## src/rtl/lsu_ctrl.sv

```systemverilog
// Load/store unit controller: one outstanding memory access, IDLE->REQ->WAIT->DONE.
// Optional macro LSU_MISALIGN_TRAP_EN turns misaligned H/W accesses into a trap completion.
module lsu_ctrl #(
   parameter int ADDR_W = 32
) (
   input  logic              clk,
   input  logic              rst_n,
   input  logic              in_valid,
   output logic              in_ready,
   input  logic [5:0]        inst_type,
   input  logic [ADDR_W-1:0] addr,
   input  logic [31:0]       wdata,
   input  logic [4:0]        rd,
   output logic              mem_req_valid,
   input  logic              mem_req_ready,
   output logic              mem_we,
   output logic [ADDR_W-1:0] mem_addr,
   output logic [31:0]       mem_wdata,
   output logic [3:0]        mem_wstrb,
   input  logic              mem_resp_valid,
   input  logic [31:0]       mem_rdata,
   output logic              out_valid,
   output logic [31:0]       out_rdata,
   output logic [4:0]        out_rd,
   output logic              out_reg_wen,
   output logic              out_misalign,
   output logic [1:0]        dbg_state
);

   // Handshake: a transfer happens on a rising edge where valid and ready are both high;
   // once raised, mem_req_valid and its mem_* fields hold until mem_req_ready is seen.
   typedef enum logic [1:0] {
      S_IDLE = 2'd0,
      S_REQ  = 2'd1,
      S_WAIT = 2'd2,
      S_DONE = 2'd3
   } state_t;

   localparam logic [2:0] OP_LOAD  = 3'b011;
   localparam logic [2:0] OP_STORE = 3'b010;

   state_t              state_q, state_d;
   logic [5:0]          inst_q, inst_d;
   logic [ADDR_W-1:0]   addr_q, addr_d;
   logic [31:0]         wdata_q, wdata_d;
   logic [4:0]          rd_q, rd_d;
   logic [31:0]         rdata_q, rdata_d;

   logic                is_load;
   logic                is_store;
   logic [1:0]          size;
   logic                misalign;
   logic [4:0]          shamt;
   logic [31:0]         shifted;
   logic [31:0]         load_data;
   logic [3:0]          strb;
   logic [31:0]         wdata_rep;

   assign is_load  = (inst_q[5:3] == OP_LOAD);
   assign is_store = (inst_q[5:3] == OP_STORE);
   assign size     = inst_q[1:0];

`ifdef LSU_MISALIGN_TRAP_EN
   assign misalign = ((size == 2'b01) && addr_q[0]) ||
                     (size[1] && (addr_q[1:0] != 2'b00));
`else
   assign misalign = 1'b0;
`endif

   // Lane extraction and sign/zero extension of the returned word.
   always_comb begin
      shamt     = 5'd0;
      load_data = 32'd0;
      case (size)
         2'b00:   shamt = {addr_q[1:0], 3'b000};
         2'b01:   shamt = {addr_q[1], 4'b0000};
         default: shamt = 5'd0;
      endcase
      shifted = mem_rdata >> shamt;
      case (size)
         2'b00:   load_data = {{24{~inst_q[2] & shifted[7]}}, shifted[7:0]};
         2'b01:   load_data = {{16{~inst_q[2] & shifted[15]}}, shifted[15:0]};
         default: load_data = shifted;
      endcase
   end

   always_comb begin
      strb      = 4'b1111;
      wdata_rep = wdata_q;
      case (size)
         2'b00: begin
            strb      = 4'b0001 << addr_q[1:0];
            wdata_rep = {4{wdata_q[7:0]}};
         end
         2'b01: begin
            strb      = 4'b0011 << {addr_q[1], 1'b0};
            wdata_rep = {2{wdata_q[15:0]}};
         end
         default: begin
            strb      = 4'b1111;
            wdata_rep = wdata_q;
         end
      endcase
   end

   always_comb begin
      state_d = state_q;
      inst_d  = inst_q;
      addr_d  = addr_q;
      wdata_d = wdata_q;
      rd_d    = rd_q;
      rdata_d = rdata_q;
      case (state_q)
         S_IDLE: begin
            // Non-memory instructions are simply dropped here.
            if (in_valid && ((inst_type[5:3] == OP_LOAD) || (inst_type[5:3] == OP_STORE))) begin
               inst_d  = inst_type;
               addr_d  = addr;
               wdata_d = wdata;
               rd_d    = rd;
               state_d = S_REQ;
            end
         end
         S_REQ: begin
            if (misalign) begin
               state_d = S_DONE;
            end else if (mem_req_ready) begin
               state_d = S_WAIT;
            end
         end
         S_WAIT: begin
            if (mem_resp_valid) begin
               state_d = S_DONE;
               rdata_d = is_load ? load_data : 32'd0;
            end
         end
         S_DONE:  state_d = S_IDLE;
         default: state_d = S_IDLE;
      endcase
   end

   always_ff @(posedge clk) begin
      if (!rst_n) begin
         state_q <= S_IDLE;
         inst_q  <= 6'd0;
         addr_q  <= '0;
         wdata_q <= 32'd0;
         rd_q    <= 5'd0;
         rdata_q <= 32'd0;
      end else begin
         state_q <= state_d;
         inst_q  <= inst_d;
         addr_q  <= addr_d;
         wdata_q <= wdata_d;
         rd_q    <= rd_d;
         rdata_q <= rdata_d;
      end
   end

   // Outputs are qualified by state so everything idles at zero outside its phase.
   always_comb begin
      in_ready      = (state_q == S_IDLE);
      mem_req_valid = (state_q == S_REQ) && !misalign;
      mem_we        = mem_req_valid && is_store;
      mem_addr      = mem_req_valid ? {addr_q[ADDR_W-1:2], 2'b00} : '0;
      mem_wstrb     = mem_we ? strb : 4'b0000;
      mem_wdata     = mem_we ? wdata_rep : 32'd0;
      out_valid     = (state_q == S_DONE);
      out_misalign  = out_valid && misalign;
      out_reg_wen   = out_valid && is_load && !misalign;
      out_rdata     = out_reg_wen ? rdata_q : 32'd0;
      out_rd        = out_valid ? rd_q : 5'd0;
      dbg_state     = state_q;
   end

endmodule
```

## config.mk

```make
export PLATFORM = sky130hd
export DESIGN_NAME = lsu_ctrl
export DESIGN_NICKNAME = d
export VERILOG_FILES = /design/src/rtl/lsu_ctrl.sv
export SDC_FILE = /design/constraint.sdc
export NUM_CORES = 1
export LEC_CHECK = 0
export BUFFER_PORTS_ARGS = -buffer_cell sky130_fd_sc_hd__buf_2
export CAP_MARGIN = 40
export CORE_MARGIN = 3
export CORE_UTILIZATION = 50
export CTS_BUF_LIST = sky130_fd_sc_hd__clkbuf_8
export DETAILED_ROUTE_END_ITERATION = 8
export PLACE_DENSITY_LB_ADDON = 0.2
export SLEW_MARGIN = 30
export SYNTH_ARGS = -nofsm -noshare
export SYNTH_HDL_FRONTEND = slang
export SYNTH_SLANG_ARGS = --single-unit
export TNS_END_PERCENT = 20
```

## constraint.sdc

```tcl
create_clock -name clk -period 5.6 [get_ports clk]
set_clock_uncertainty 0.05 [all_clocks]
set_input_delay 1.4 -clock clk [delete_from_list [all_inputs] [get_ports clk]]
set_output_delay 1.4 -clock clk [all_outputs]
set_load 0.03 [all_outputs]
```

==> flow_summary.rst <==
.. list-table::
   :header-rows: 1

   * - Metric
     - Value
   * - Outcome
     - finished, final reports clean
   * - Residual overflow from global routing
     - 0
   * - RR Startpoint
     - dbg_state[0]$_SDFFE_PN0P_
   * - Type of origin of the critical path
     - register
   * - Total routed wirelength
     - between 15000 and 20000 um
   * - Pin count of the biggest net entering global routing
     - 79
   * - Number of cells on the critical path
     - 8
   * - Relative max-transition margin
     - 0.449
   * - Seq/Total Area, Yosys
     - 0.405
   * - Final period util
     - 0.676
   * - Slew @ Worst Pin
     - 0.826 ns
   * - Synthesized cell area
     - between 5000 and 6000 um^2
   * - Flip-flop cell with the highest count after synthesis
     - sky130_fd_sc_hd__dfxtp_1
   * - Number of synthesized register bits
     - 109
   * - Share of cells above drive strength 1
     - 0.297
   * - Stage delay of the slowest cell on the critical path
     - ~0.39 ns
   * - Leak
     - between 0.002 and 0.003 uW
   * - Cell mode on critical path
     - sky130_fd_sc_hd__inv_1
   * - Total Power
     - ~1600 uW
   * - Area of the die
     - roughly 12000 um^2
   * - Buffers from clock root to sink, at most
     - 2
   * - Worst Hold Depth
     - 2
   * - Floorplan die height
     - between 100 and 150 um
   * - Clk Latency, worst-skew pair
     - between 0.3 and 0.4 ns
   * - Number of synthesized flops with an enable pin
     - 0
   * - Critical path buffer and inverter count
     - 5
   * - Clock transition at the registers of the reported paths
     - 0.09 ns
   * - Capture instance of the worst register-to-register path
     - rdata_q[23]$_SDFFE_PN0P_
   * - Number of fill cells in the layout
     - 960
   * - Crit end category
     - output pin
   * - Cells along the critical path
     - inv_1 -> ha_1 -> buf_8 -> nand3_1 -> buf_4 -> inv_1 -> and2_1 -> buf_2
   * - Register-to-register setup slack
     - roughly 3.1 ns
   * - Final Max Tran Viols
     - 0
   * - Number of H-tree levels
     - 3
   * - Number of design rule violations left after detail routing
     - 0
   * - Detailed Route Iter0 Violations
     - 310
   * - Top Ports
     - 225
   * - Number of cell instances on the worst register-to-register path
     - 7
   * - Average via count per standard cell
     - between 5 and 6
   * - Category of the most critical setup path
     - reg2out
   * - Antenna violation net count after detailed routing
     - 0
   * - Data arrival time of the critical path
     - 2.33 ns
   * - Power per standard cell area
     - ~240 nW/um^2
   * - Slowest stage cell on the critical path
     - sky130_fd_sc_hd__dfxtp_1
   * - Library cell with the largest summed area after synthesis
     - sky130_fd_sc_hd__dfxtp_1
   * - Placement Rows
     - 37
   * - Hold-fix buffers at CTS
     - 0
   * - Buffers inserted by post-CTS timing repair
     - 0
   * - Fmax
     - approximately 260 MHz
   * - Library cells used by synthesis
     - 43
   * - Yosys warns
     - 0
   * - Hold Fails Final Rpt
     - 0
   * - Wirelength per Cell
     - 15.3 um
   * - Largest cells by area after synthesis
     - sky130_fd_sc_hd__dfxtp_1 40%, sky130_fd_sc_hd__nand2_1 12%, sky130_fd_sc_hd__a21oi_1 9.7%
   * - Instance count of the mapped netlist
     - ~690
   * - Number of global-route vias before repair
     - around 5000
   * - Synth-to-Final Area Change
     - 23.9%
   * - Vias
     - between 5000 and 6000
   * - Post-layout min period
     - approximately 3.8 ns
   * - Unrepaired setup endpoints after global routing
     - no
   * - Number of max-cap violations
     - 0
   * - Net count reported at finish
     - 991
   * - Last element of the critical path
     - mem_wdata[5]
   * - HPWL after detailed placement
     - 11400 um
   * - Number of buffers inserted during clock tree synthesis
     - 9
   * - Post-cts repair resize count
     - 0
   * - CTS Root Cell
     - sky130_fd_sc_hd__clkbuf_8
   * - Fraction of registers with async set/reset
     - 0
   * - Cell family with the largest share of critical-path delay
     - buffers and inverters
   * - Count of clock tree sinks
     - approximately 110
   * - CTS tree
     - yes
   * - Mean area per synthesized cell
     - 7.84 um^2
   * - Finish-stage setup viols
     - 0
   * - GRT Util Overall
     - 0.251
   * - Number of antenna violations at the first check in global routing
     - 4
   * - CORE AREA
     - ~10000 um^2
   * - Worst-case vdd ir drop
     - around 0.12 mV
   * - Initial DRT Pass Iterations
     - 5
   * - Total negative slack
     - 0 ns
   * - Floorplan die width
     - roughly 110 um
   * - Worst min-delay path category
     - reg2reg
   * - Initial core utilization
     - 0.518
   * - Diode count
     - 0
   * - First-pass GRT wire length
     - between 20000 and 25000 um
   * - Area share of the largest cell type after synthesis
     - 0.405
   * - Timing startpoint of the critical path
     - dbg_state[1]$_SDFFE_PN0P_
   * - Number of I/O port buffers
     - between 200 and 250
   * - Final Wtd Congestion
     - between 0.8 and 0.9
   * - Crit Path Max Fanout
     - 29
   * - Req. time, crit path
     - just over 4 ns
cell families (layout without fill, tap and decap cells):
family / after synthesis / after routing / share of synthesized area
other: 1 / 3 / 0.000696
AND/OR/NAND/NOR: 330 / 330 / 0.291
buffers and inverters: 63 / 251 / 0.0536
AO/OA/AOI/OAI: 156 / 156 / 0.178
multiplexers: 25 / 25 / 0.0627
flip-flops: 109 / 109 / 0.405
adder cells (fa/ha/maj): 4 / 4 / 0.00928
area by class of cell:
cell class              count  area (um^2)  share of cell area
clock buffers               9          124              0.0185
multi-input cells         518         2960               0.443
flip-flops and latches    109         2180               0.327
clock inverters             5         23.8             0.00356
repair buffers            230         1180               0.177
inverters                   7         31.3             0.00468
well taps                 136          170              0.0255
through the flow:
step / hold WS [ns] / setup slack [ns] / util / instance area (um^2) / cells
6_report: 0.404 / 1.82 / 0.641 / 6680 / 1014
4_1_cts: 0.407 / 1.48 / 0.638 / 6640 / 1011
3_5_place_dp: 0.394 / 1.90 / 0.624 / 6500 / 997
3_3_place_gp: 0.387 / 2.02 / 0.622 / 6480 / 997
5_1_grt: 0.424 / 1.63 / 0.641 / 6680 / 1014
2_1_floorplan: 0.382 / 1.91 / - / 5400 / 690
worst min-delay path, delay by kind of cell (launching register included):
kind,cells,cell delay (ns)
and+or+nand+nor,1,0.05
AOI/OAI and AO/OA,1,0.05
DFF,1,0.32
per-layer routing:
metal,vias to the layer above,GRT usage,share of wire
met4,8,0.0882,0.022
met3,37,0.0528,0.078
li1,2650,-,-
met5,-,0,0.0035
met2,215,0.425,0.48
met1,2454,0.313,0.42
sequential cells by signal, indices dropped and copies added, names as in the netlist:
register / flops
inst_q: 6
wdata_q: 32
rd_q: 5
addr_q: 32
dbg_state: 2
rdata_q: 32
cells in the mapped netlist, types with 3 or more instances:
cell	count
sky130_fd_sc_hd__nand2_1	174
sky130_fd_sc_hd__a21oi_1	105
sky130_fd_sc_hd__buf_6	3
sky130_fd_sc_hd__a32o_1	3
sky130_fd_sc_hd__dfxtp_1	109
sky130_fd_sc_hd__buf_4	5
sky130_fd_sc_hd__inv_1	5
sky130_fd_sc_hd__o31ai_1	5
sky130_fd_sc_hd__ha_1	4
sky130_fd_sc_hd__o21a_1	5
sky130_fd_sc_hd__mux2i_1	18
sky130_fd_sc_hd__and2_1	75
sky130_fd_sc_hd__a22o_1	23
sky130_fd_sc_hd__nor2_1	38
sky130_fd_sc_hd__buf_2	5
sky130_fd_sc_hd__nor3b_1	5
sky130_fd_sc_hd__nor3_1	5
sky130_fd_sc_hd__clkbuf_1	39
sky130_fd_sc_hd__buf_1	4
sky130_fd_sc_hd__a211oi_1	5
sky130_fd_sc_hd__nand2b_1	22
sky130_fd_sc_hd__mux4_2	7
worst min-delay path by stage:
stage               slack [ns]               startpoint                      end
floorplan                 0.38  addr_q[10]$_SDFFE_PN0P_  addr_q[10]$_SDFFE_PN0P_
global placement          0.39   addr_q[2]$_SDFFE_PN0P_   addr_q[2]$_SDFFE_PN0P_
detailed placement        0.39  addr_q[16]$_SDFFE_PN0P_  addr_q[16]$_SDFFE_PN0P_
CTS                       0.41  addr_q[16]$_SDFFE_PN0P_  addr_q[16]$_SDFFE_PN0P_
global route              0.42  addr_q[11]$_SDFFE_PN0P_  addr_q[11]$_SDFFE_PN0P_
finish                    0.40   addr_q[5]$_SDFFE_PN0P_   addr_q[5]$_SDFFE_PN0P_
where the power goes:
group	total (uW)	internal (uW)	switching, uW	leakage [uW]
Clock	407	152	255	0.0000847
Combinational	338	123	215	0.00195
Sequential	849	814	35.4	0.000883
Total	1590	1090	505	0.00291
cell usage in the layout (no fill, tap or decap), types with 2 or more instances in the layout:
cell type and n:
sky130_fd_sc_hd__a21oi_1 104, sky130_fd_sc_hd__nor4_4 2, sky130_fd_sc_hd__o21a_1 5, sky130_fd_sc_hd__mux2i_1 18, sky130_fd_sc_hd__clkbuf_8 9, sky130_fd_sc_hd__ha_1 4
sky130_fd_sc_hd__inv_1 8, sky130_fd_sc_hd__o21ai_1 2, sky130_fd_sc_hd__nor3b_1 4, sky130_fd_sc_hd__a211oi_1 5, sky130_fd_sc_hd__o21ai_0 2, sky130_fd_sc_hd__or2_2 2
sky130_fd_sc_hd__buf_2 221, sky130_fd_sc_hd__mux4_2 7, sky130_fd_sc_hd__a22o_1 23, sky130_fd_sc_hd__a32o_1 3, sky130_fd_sc_hd__and2_1 75, sky130_fd_sc_hd__conb_1 3
sky130_fd_sc_hd__nor2_1 37, sky130_fd_sc_hd__nand2b_1 22, sky130_fd_sc_hd__dfxtp_1 108, sky130_fd_sc_hd__nor3_1 5, sky130_fd_sc_hd__buf_4 6, sky130_fd_sc_hd__nand2_1 174
sky130_fd_sc_hd__o31ai_1 5
Note: power is estimated with default switching activity, not from simulation.
